--- src/rtl/char_pkg.sv ---
// Shared types and defaults for the character health / damage logic.
package char_pkg;

  typedef enum logic [1:0] {
    IDLE   = 2'd0,
    APPLY  = 2'd1,
    INVULN = 2'd2,
    DEAD   = 2'd3
  } dmg_state_t;

  localparam logic [1:0] GAME_MENU = 2'd0;
  localparam logic [1:0] GAME_PLAY = 2'd1;

  localparam int DEF_MAX_HP        = 10;
  localparam int DEF_INVULN_FRAMES = 60;
  localparam int DEF_CONTACT_DMG   = 1;
  localparam int DEF_PROJ_DMG      = 2;
  localparam int DEF_HEAL_AMT      = 1;

  // Far edge of a box, widened to 13 bits so boxes near 4095 do not wrap.
  function automatic logic [12:0] box_far(input logic [11:0] pos, input logic [11:0] len);
    return {1'b0, pos} + {1'b0, len};
  endfunction

  function automatic logic [12:0] box_centre(input logic [11:0] pos, input logic [11:0] len);
    return {1'b0, pos} + {2'b00, len[11:1]};
  endfunction

endpackage

--- src/rtl/aabb_overlap.sv ---
// Combinational axis-aligned box overlap test on 12-bit screen coordinates.
module aabb_overlap
  import char_pkg::*;
(
  input  logic [11:0] a_x,
  input  logic [11:0] a_y,
  input  logic [11:0] a_lng,
  input  logic [11:0] a_hgt,
  input  logic [11:0] b_x,
  input  logic [11:0] b_y,
  input  logic [11:0] b_lng,
  input  logic [11:0] b_hgt,
  output logic        overlap
);

  logic x_hit;
  logic y_hit;

  assign x_hit   = ({1'b0, a_x} < box_far(b_x, b_lng)) && ({1'b0, b_x} < box_far(a_x, a_lng));
  assign y_hit   = ({1'b0, a_y} < box_far(b_y, b_hgt)) && ({1'b0, b_y} < box_far(a_y, a_hgt));
  assign overlap = x_hit && y_hit;

endmodule

--- src/rtl/char_damage_ctrl.sv ---
// Owns character HP: arbitrates contact/projectile damage and heals,
// runs i-frames, and flags knockback and death.
module char_damage_ctrl
  import char_pkg::*;
#(
  parameter int MAX_HP        = DEF_MAX_HP,
  parameter int INVULN_FRAMES = DEF_INVULN_FRAMES,
  parameter int CONTACT_DMG   = DEF_CONTACT_DMG,
  parameter int PROJ_DMG      = DEF_PROJ_DMG,
  parameter int HEAL_AMT      = DEF_HEAL_AMT
) (
  input  logic        clk,
  input  logic        rst,
  input  logic [1:0]  game_active,
  input  logic        frame_tick,
  input  logic [11:0] char_x,
  input  logic [11:0] char_y,
  input  logic [11:0] char_lng,
  input  logic [11:0] char_hgt,
  input  logic [11:0] boss_x,
  input  logic [11:0] boss_y,
  input  logic [11:0] boss_lng,
  input  logic [11:0] boss_hgt,
  input  logic        proj_hit_req,
  output logic        proj_hit_ack,
  input  logic        heal_req,
  output logic [3:0]  char_hp,
  output logic        invuln,
  output logic        knockback,
  output logic        knockback_dir,
  output logic        char_dead,
  output dmg_state_t  state_dbg
);

  localparam logic [4:0] MAX_HP5  = 5'(MAX_HP);
  localparam logic [4:0] HEAL5    = 5'(HEAL_AMT);
  localparam logic [3:0] PROJ4    = 4'(PROJ_DMG);
  localparam logic [3:0] CONTACT4 = 4'(CONTACT_DMG);
  localparam logic [7:0] IFRAMES8 = 8'(INVULN_FRAMES);

  dmg_state_t  state;
  logic [7:0]  counter;
  logic [3:0]  dmg;
  logic [1:0]  ga_prev;
  logic        contact_r;
  logic        overlap;
  logic        play;
  logic        play_entry;
  logic        req_new;
  logic [4:0]  heal_sum;
  logic [3:0]  heal_val;
  logic [3:0]  sub_val;
  logic        push_right;

  aabb_overlap u_aabb (
    .a_x    (char_x),
    .a_y    (char_y),
    .a_lng  (char_lng),
    .a_hgt  (char_hgt),
    .b_x    (boss_x),
    .b_y    (boss_y),
    .b_lng  (boss_lng),
    .b_hgt  (boss_hgt),
    .overlap(overlap)
  );

  assign play       = (game_active == GAME_PLAY);
  assign play_entry = play && (ga_prev != GAME_PLAY);
  // While ack is high the requester is still holding req from the previous hit.
  assign req_new    = proj_hit_req && !proj_hit_ack;
  assign heal_sum   = {1'b0, char_hp} + HEAL5;
  assign heal_val   = (heal_sum > MAX_HP5) ? MAX_HP5[3:0] : heal_sum[3:0];
  assign sub_val    = (char_hp < dmg) ? 4'd0 : (char_hp - dmg);
  assign push_right = box_centre(char_x, char_lng) >= box_centre(boss_x, boss_lng);
  assign state_dbg  = state;

  always_ff @(posedge clk or negedge rst) begin
    if (!rst) begin
      state         <= IDLE;
      char_hp       <= MAX_HP5[3:0];
      counter       <= 8'd0;
      dmg           <= 4'd0;
      ga_prev       <= GAME_MENU;
      contact_r     <= 1'b0;
      proj_hit_ack  <= 1'b0;
      invuln        <= 1'b0;
      knockback     <= 1'b0;
      knockback_dir <= 1'b0;
      char_dead     <= 1'b0;
    end else begin
      ga_prev      <= game_active;
      contact_r    <= overlap;
      proj_hit_ack <= req_new;
      knockback    <= 1'b0;
      if (play_entry) begin
        state     <= IDLE;
        char_hp   <= MAX_HP5[3:0];
        counter   <= 8'd0;
        char_dead <= 1'b0;
        invuln    <= 1'b0;
      end else if (!play) begin
        invuln <= 1'b0;
      end else begin
        case (state)
          IDLE: begin
            if (req_new) begin
              dmg   <= PROJ4;
              state <= APPLY;
            end else if (contact_r) begin
              dmg   <= CONTACT4;
              state <= APPLY;
            end else if (heal_req) begin
              char_hp <= heal_val;
            end
          end
          APPLY: begin
            char_hp       <= sub_val;
            knockback     <= 1'b1;
            knockback_dir <= push_right;
            counter       <= IFRAMES8;
            if (char_hp <= dmg) begin
              state     <= DEAD;
              char_dead <= 1'b1;
              invuln    <= 1'b0;
            end else begin
              state  <= INVULN;
              invuln <= 1'b1;
            end
          end
          INVULN: begin
            invuln <= 1'b1;
            if (counter == 8'd0) begin
              state  <= IDLE;
              invuln <= 1'b0;
            end else if (frame_tick) begin
              counter <= counter - 8'd1;
            end
            if (heal_req) char_hp <= heal_val;
          end
          DEAD: begin
            char_hp   <= 4'd0;
            char_dead <= 1'b1;
          end
          default: state <= IDLE;
        endcase
      end
    end
  end

endmodule

--- config.mk ---
export PLATFORM = sky130hd
export DESIGN_NAME = char_damage_ctrl
export DESIGN_NICKNAME = d
export VERILOG_FILES = /design/src/rtl/char_pkg.sv /design/src/rtl/aabb_overlap.sv /design/src/rtl/char_damage_ctrl.sv
export SDC_FILE = /design/constraint.sdc
export NUM_CORES = 1
export LEC_CHECK = 0
export ABC_AREA = 1
export CAP_MARGIN = 20
export CORE_MARGIN = 5
export CORE_UTILIZATION = 49
export DETAILED_ROUTE_END_ITERATION = 10
export GPL_ROUTABILITY_DRIVEN = 0
export HOLD_SLACK_MARGIN = 0.03
export PLACE_DENSITY = 0.81
export SYNTH_ARGS = -nofsm -noshare
export SYNTH_HDL_FRONTEND = slang
export SYNTH_SLANG_ARGS = --single-unit
--- constraint.sdc ---
create_clock -name clk -period 2.4 [get_ports clk]
set_input_delay 0.6 -clock clk [delete_from_list [all_inputs] [get_ports clk]]
set_output_delay 0.6 -clock clk [all_outputs]
set_load 0.005 [all_outputs]
==> impl_metrics.ini, run 1 <==
[logic_synthesis]
synth_fp_nets = 1109
syn_inst = 862
synth_area_per_cell_um2 = 6.84
synthTopCellsByArea = ha_1 (29%), nand2_1 (11%), dfrtp_1 (9.3%)
yosysWarningCount = 0
ys_seq_elements = 24
synth.distinct_cells = 45
postSynth.asyncResetShare_pct = 100
ys_seq_area_share_pct = 10.2
synth_edf_count = 0
synth_top_cell_area_share_pct = 29.1
top_flip_flop_cell_by_instance_count_after_synthesis = dfrtp_1
netlist_area_um2 = 5890
synth_top_cell_by_area = ha_1

[routing]
drcViolationCount = 0
drtPass1Iterations = 6
routedWlPerCell_um = 22.8
final_antenna_net_count = 0
dr.first_iter.drc_count = 965
wl_mm = 30.4
number_of_vias_per_cell_after_detailed_routing = 6.41
via_count = 8545

[global_route]
pin_count_of_the_biggest_net_entering_global_routing = 25
grtUsageTotal_pct = 32.1
antenna_violations_before_repair = 0
overflow = 0
first_pass_grt_wire_length_mm = 37.8
grt_pass1_vias = 8207

[worst_setup_path]
worst_path_most_repeated_cell = nand2_1
critPathMaxStageDelay_ns = 0.38
worst-path-max-fanout = 4
worst-endpoint-required_ns = 2.58
reg2reg_setup_slack_ns = 0.16
crit_path_start_kind = input pin
worstPathArrival_ns = 3.37
crit_slowest_cell = ha_1
worstPathCellList = buf_2, ha_1, nand2_1, nand2_1, nand3_1, nand2_1, a21oi_4, o21ai_4, xnor2_2, ha_1, nand2_1, nor2_1, a211oi_2, nor2_1, nor2_2, nand3_2, nor2_2
worstSetupPathType = input pin to flop
end_kind = flop

[clock_network]
clk_transition_reported_paths_ns = 0.07
clk-insertion-delay-late_ns = 0.26
clkSinkCount = 24
cts_root_buf = clkbuf_16
cts-htree-levels = 1
cts_inserted_buffers = 3
clock_tree_from_tritoncts = yes
clk_path_buf_depth = 2

[power]
switching_component_of_the_power_w = 0.00250
power_frac_seq_pct = 14.1
power_switching_share_pct = 49.8
intPower_w = 0.00252
clock_power_share_pct = 7.3
power_dens_cells_nw_per_um2 = 510
totalPowerFinal_w = 0.00502
power.combinational.fraction_pct = 78.6
ir_drop_mv = 0.426
power_leakage_nw = 4.86

[floorplan]
count_of_standard_cell_rows = 40
placeableCoreArea_um2 = 11900
fp.dieW_um = 120
io_pins = 114
fp.dieH_um = 120
die_footprint_um2 = 14300
initial_util_pct = 49.5

[sta]
clock.fmax_ghz = 0.313
max_slew_violations = 0
worst_slew_pin_slew_ns = 0.449
final.setup.tns_ns = -1.57
finalHoldViolCount = 0
period_utilisation_layout_pct = 133
grt_setup_unrepaired = yes
setup_violations = 2
final_critical_delay_including_setup_and_external_delays_ns = 3.19
finClkSkew_ns = 0.00423
timing.max_slew.rel_slack_pct = 69.7
worst_slack_ns = -0.790

[cells_and_area]
drive_above_1_share_pct = 36.3
diodes = 0
fin_cells = 1333
nNetsFinal = 1435
final.fill_count = 611
most-common-layout-cells = buf_4 (206), nand2_1 (160), inv_1 (94)
layout_commonest_cell = buf_4
syn_to_final_growth_pct = 67.1
final_util_pct = 82.7

[status]
status = finished with violations
violations = setup timing

[placement]
io_buffers = 113
dp_worst_setup_slack_ns = -1.16
dp.final_hpwl_mm = 15.6
place.detailed.instances = 1301

[flow_run]
timing.max_cap.violations = 0

[min_path]
min-delay-path-class = flop to flop
-- state kept, by name (all words and copies together), names as in the netlist --
name,count
knockback_dir,1
state_dbg,2
dmg,2
counter,8
proj_hit_ack,1
knockback,1
ga_prev,2
char_hp,4
char_dead,1
contact_r,1
invuln,1
-- worst paths after layout --
kind	from	endpoint	cells past startpoint
min reg2reg	proj_hit_ack	proj_hit_ack	1
max	boss_x[2]	contact_r	17
max in group asynchronous	rst	char_hp[1]	2
max reg2reg	char_hp[0]	char_hp[2]	10
min in group asynchronous	rst	char_hp[2]	2
min	proj_hit_ack	proj_hit_ack	1
-- cell usage after synthesis, types with 7 or more instances --
master   number
xnor2_1      19
a21oi_1      87
nor3_1        8
inv_1       108
a31oi_1      11
nor2_1       83
o21ai_1       8
dfrtp_1      22
o21ai_0      35
nand3_1      27
a21o_1        9
ha_1        137
xor2_1       40
nor2_2        8
nand4_1      21
fa_1          7
nand2_1     177
-- metal layers --
| layer | vias up | routed length [µm] | track usage (%) |
|---|---|---|---|
| li1 | 3585 | - | - |
| met1 | 3875 | 9920 | 34.3 |
| met2 | 770 | 13600 | 58.4 |
| met3 | 315 | 3700 | 5.80 |
| met4 | 0 | 3190 | 19.5 |
| met5 | - | 0 | 0 |
-- area by class of cell --
| type | count | area [µm²] | area share, % |
|---|---|---|---|
| multi-input cells | 720 | 5900 | 59.9 |
| repair buffers | 323 | 2640 | 26.8 |
| flip-flops and latches | 24 | 603 | 6.12 |
| inverters | 116 | 443 | 4.50 |
| well taps | 147 | 184 | 1.87 |
| clock buffers | 3 | 75.1 | 0.762 |
-- cell families (layout without fill, tap and decap cells) --
family | count (synthesis) | in the layout | synth area share, %
and+or+nand+nor | 339 | 339 | 24.6
AOI/OAI and AO/OA | 177 | 177 | 17.1
adders and majority gates | 144 | 144 | 31.5
buffers and inverters | 118 | 442 | 7.58
xor gates and xnor gates | 59 | 59 | 8.77
DFF | 24 | 24 | 10.2
muxes | 1 | 1 | 0.170
-- power by group through the flow --
stage	registers (W)	logic, W	clock network, W
after floorplan	0.000649	0.00185	0
after global placement	0.000692	0.00285	0
after detailed placement	0.000697	0.00295	0
after CTS	0.000692	0.00321	0.000364
after global routing	0.000721	0.00419	0.000384
final	0.000706	0.00395	0.000368
-- what timing repair did --
item                                    CTS  global route
endpoints found under the setup margin    2             2
pin swaps                                91            66
hold buffers                              0             0
resized for setup                       263            95
setup buffers                            16            14
-- worst max-delay path: cells and delay by family --
| kind | cells | cell delay (ns) |
|---|---|---|
| AOI/OAI and AO/OA | 3 | 0.45 |
| xor gates and xnor gates | 1 | 0.17 |
| adders and majority gates | 2 | 0.71 |
| buffers and inverters | 1 | 0.15 |
| and+or+nand+nor | 10 | 1.30 |
-- per-stage QoR --
stage | hold slack [ns] | instance area (µm²)
global route | 0.511 | 9850
floorplan | 0.304 | 5950
finish | 0.482 | 9850
CTS | 0.460 | 9460
global placement | 0.448 | 8620
detailed placement | 0.453 | 8620
Note: power is estimated with default switching activity, not from simulation.
==> inputs of run 2 (changes only) <==
CORE_MARGIN = not set   (was 5)
==> run 2 against run 1 <==
  * The run ends with DRC, setup timing left
  * Clock skew is 0.0014 ns lower
  * Largest cell class unchanged
  * Routed wire length is 0.39% lower
  * Highest routed layer is now met5
  * Critical endpoint is now knockback_dir
  * First-iteration DRC count is 40% higher
  * Die area is 13% lower
  * Via count is 0.55% lower
==> impl_metrics.ini, run 2 (synthesized netlist as in run 1, its figures left out) <==
[worst_setup_path]
setup.worst_path.start = char_x[6]
worst_path_most_repeated_cell = a21oi_1
critical_path_cell_count = 12
worstPathArrival_ns = 3.81
crit_path_start_kind = input pin
endpoint = knockback_dir
worstSetupPathType = input pin to flop
reg2reg_setup_slack_ns = 0.20
worst-endpoint-required_ns = 2.55
worstPathBufferInverterCount = 2
worstReg2RegEnd = char_hp[2]
critPathMaxStageDelay_ns = 0.85
end_kind = flop
worst_r2r_startpoint = char_hp[0]
cp_top_family = compound AO/OA/AOI/OAI gates
worst-path-max-fanout = 3
crit_slowest_cell = o21ai_0
worstPathCellList = clkdlybuf4s15_2, ha_4, buf_4, nand2_1, o21ai_0, a221o_1, ha_1, a21oi_1, o21ai_1, a21oi_1, nand4_1, o21a_1
reg2reg_depth = 10

[power]
power_dens_cells_nw_per_um2 = 524
clock_power_share_pct = 7.8
ir_drop_mv = 0.392
power.combinational.fraction_pct = 78.2
power_frac_seq_pct = 14.0
switching_component_of_the_power_w = 0.00255
intPower_w = 0.00257
power_leakage_nw = 4.84
totalPowerFinal_w = 0.00511
power_switching_share_pct = 49.8

[clock_network]
cts_inserted_buffers = 3
clk_transition_reported_paths_ns = 0.06
cts-htree-levels = 1
clk-insertion-delay-late_ns = 0.26
clk_path_buf_depth = 2
clkSinkCount = 24
cts_root_buf = clkbuf_16
clock_tree_from_tritoncts = yes

[floorplan]
count_of_standard_cell_rows = 39
fp.dieH_um = 112
fp.dieW_um = 112
io_pins = 114
initial_util_pct = 50.9
die_footprint_um2 = 12500
placeableCoreArea_um2 = 11600

[sta]
timing.max_slew.rel_slack_pct = 31.2
final_critical_delay_including_setup_and_external_delays_ns = 3.66
finalHoldViolCount = 0
worst_slack_ns = -1.26
worst_slew_pin_slew_ns = 1.02
grt_setup_unrepaired = yes
finClkSkew_ns = 0.00279
period_utilisation_layout_pct = 152
hold_ws_ns = 0.507
final.setup.tns_ns = -2.47
clock.fmax_ghz = 0.273
setup_violations = 3
max_slew_violations = 0

[global_route]
pin_count_of_the_biggest_net_entering_global_routing = 25
first_pass_grt_wire_length_mm = 38.8
grt_pass1_vias = 8444
grtUsageTotal_pct = 38.6
overflow = 0
antenna_violations_before_repair = 0

[flow_run]
timing.max_cap.violations = 0

[routing]
drtPass1Iterations = 11
drcViolationCount = 15
final_antenna_net_count = 0
wl_mm = 30.3
dr.first_iter.drc_count = 1354
number_of_vias_per_cell_after_detailed_routing = 6.38
routedWlPerCell_um = 22.7
via_count = 8498

[cells_and_area]
max_flop_register = counter
nNetsFinal = 1437
drive_above_1_share_pct = 37.2
final_util_pct = 84.5
layout_commonest_cell = buf_4
diodes = 0
final.fill_count = 577
largest_registers = counter: 8 flops, char_hp: 4 flops
syn_to_final_growth_pct = 65.8
number_of_flip_flops_in_the_largest_register = 8
most-common-layout-cells = buf_4 (211), nand2_1 (157), inv_1 (94)

[placement]
dp.final_hpwl_mm = 15.3
io_buffers = 113

[status]
violations = DRC, setup timing
status = finished with violations

[min_path]
min-delay-path-class = flop to flop
run 2: changes by cell type in the layout (fill, tap and decap cells not counted), sizes merged:
| cell | before | now |
|---|---|---|
| clkdlybuf4s15 | 19 | 8 |
| clkbuf | 6 | 8 |
| dlygate4sd2 | 35 | 31 |
| buf | 227 | 243 |
run 2: cell type report:
class                           count  area, µm²  share of cell area, %
Multi-Input combinational cell    720       5880                   60.2
Timing Repair Buffer              325       2580                   26.4
Clock buffer                        4       88.8                  0.909
Inverter                          116        443                   4.53
Tap cell                          143        179                   1.83
Sequential cell                    24        603                   6.17
run 2: metrics by stage:
stage / worst slack, ns / cell area (µm²) / std cells
6_report: -1.26 / 9770 / 1332
5_1_grt: -1.39 / 9770 / 1332
4_1_cts: -0.305 / 9450 / 1323
3_5_place_dp: -1.21 / 8650 / 1302
3_3_place_gp: -1.13 / 8650 / 1302
2_1_floorplan: -0.360 / 5950 / 862
run 2: worst min path at each step:
stage,from,end,cells after the start,slack [ns]
after floorplan,rst,char_dead,0,0.30
after global placement,proj_hit_ack,proj_hit_ack,1,0.45
after detailed placement,proj_hit_ack,proj_hit_ack,1,0.45
after CTS,proj_hit_ack,proj_hit_ack,1,0.46
after global routing,knockback_dir,knockback_dir,1,0.53
final,knockback_dir,knockback_dir,1,0.51
run 2: repair_timing:
action,CTS,global route
pin swaps,91,50
resized for setup,304,71
hold buffers,0,0
cloned,0,0
setup endpoints to repair,2,2
buffers inserted,17,9
run 2: layer usage:
metal | vias to the layer above | part of all wire, % | GRT usage [%]
met2 | 754 | 44 | 70.2
met1 | 3799 | 32 | 39.9
met3 | 353 | 13 | 6.64
li1 | 3584 | - | -
met5 | - | 0.60 | 0
met4 | 8 | 11 | 28.4
run 2: power by group through the flow:
| stage | Sequential, W | Combinational, W | Clock [W] |
|---|---|---|---|
| floorplan | 0.000649 | 0.00185 | 0 |
| global placement | 0.000690 | 0.00286 | 0 |
| detailed placement | 0.000696 | 0.00298 | 0 |
| CTS | 0.000695 | 0.00326 | 0.000403 |
| global route | 0.000727 | 0.00431 | 0.000413 |
| finish | 0.000715 | 0.00400 | 0.000397 |
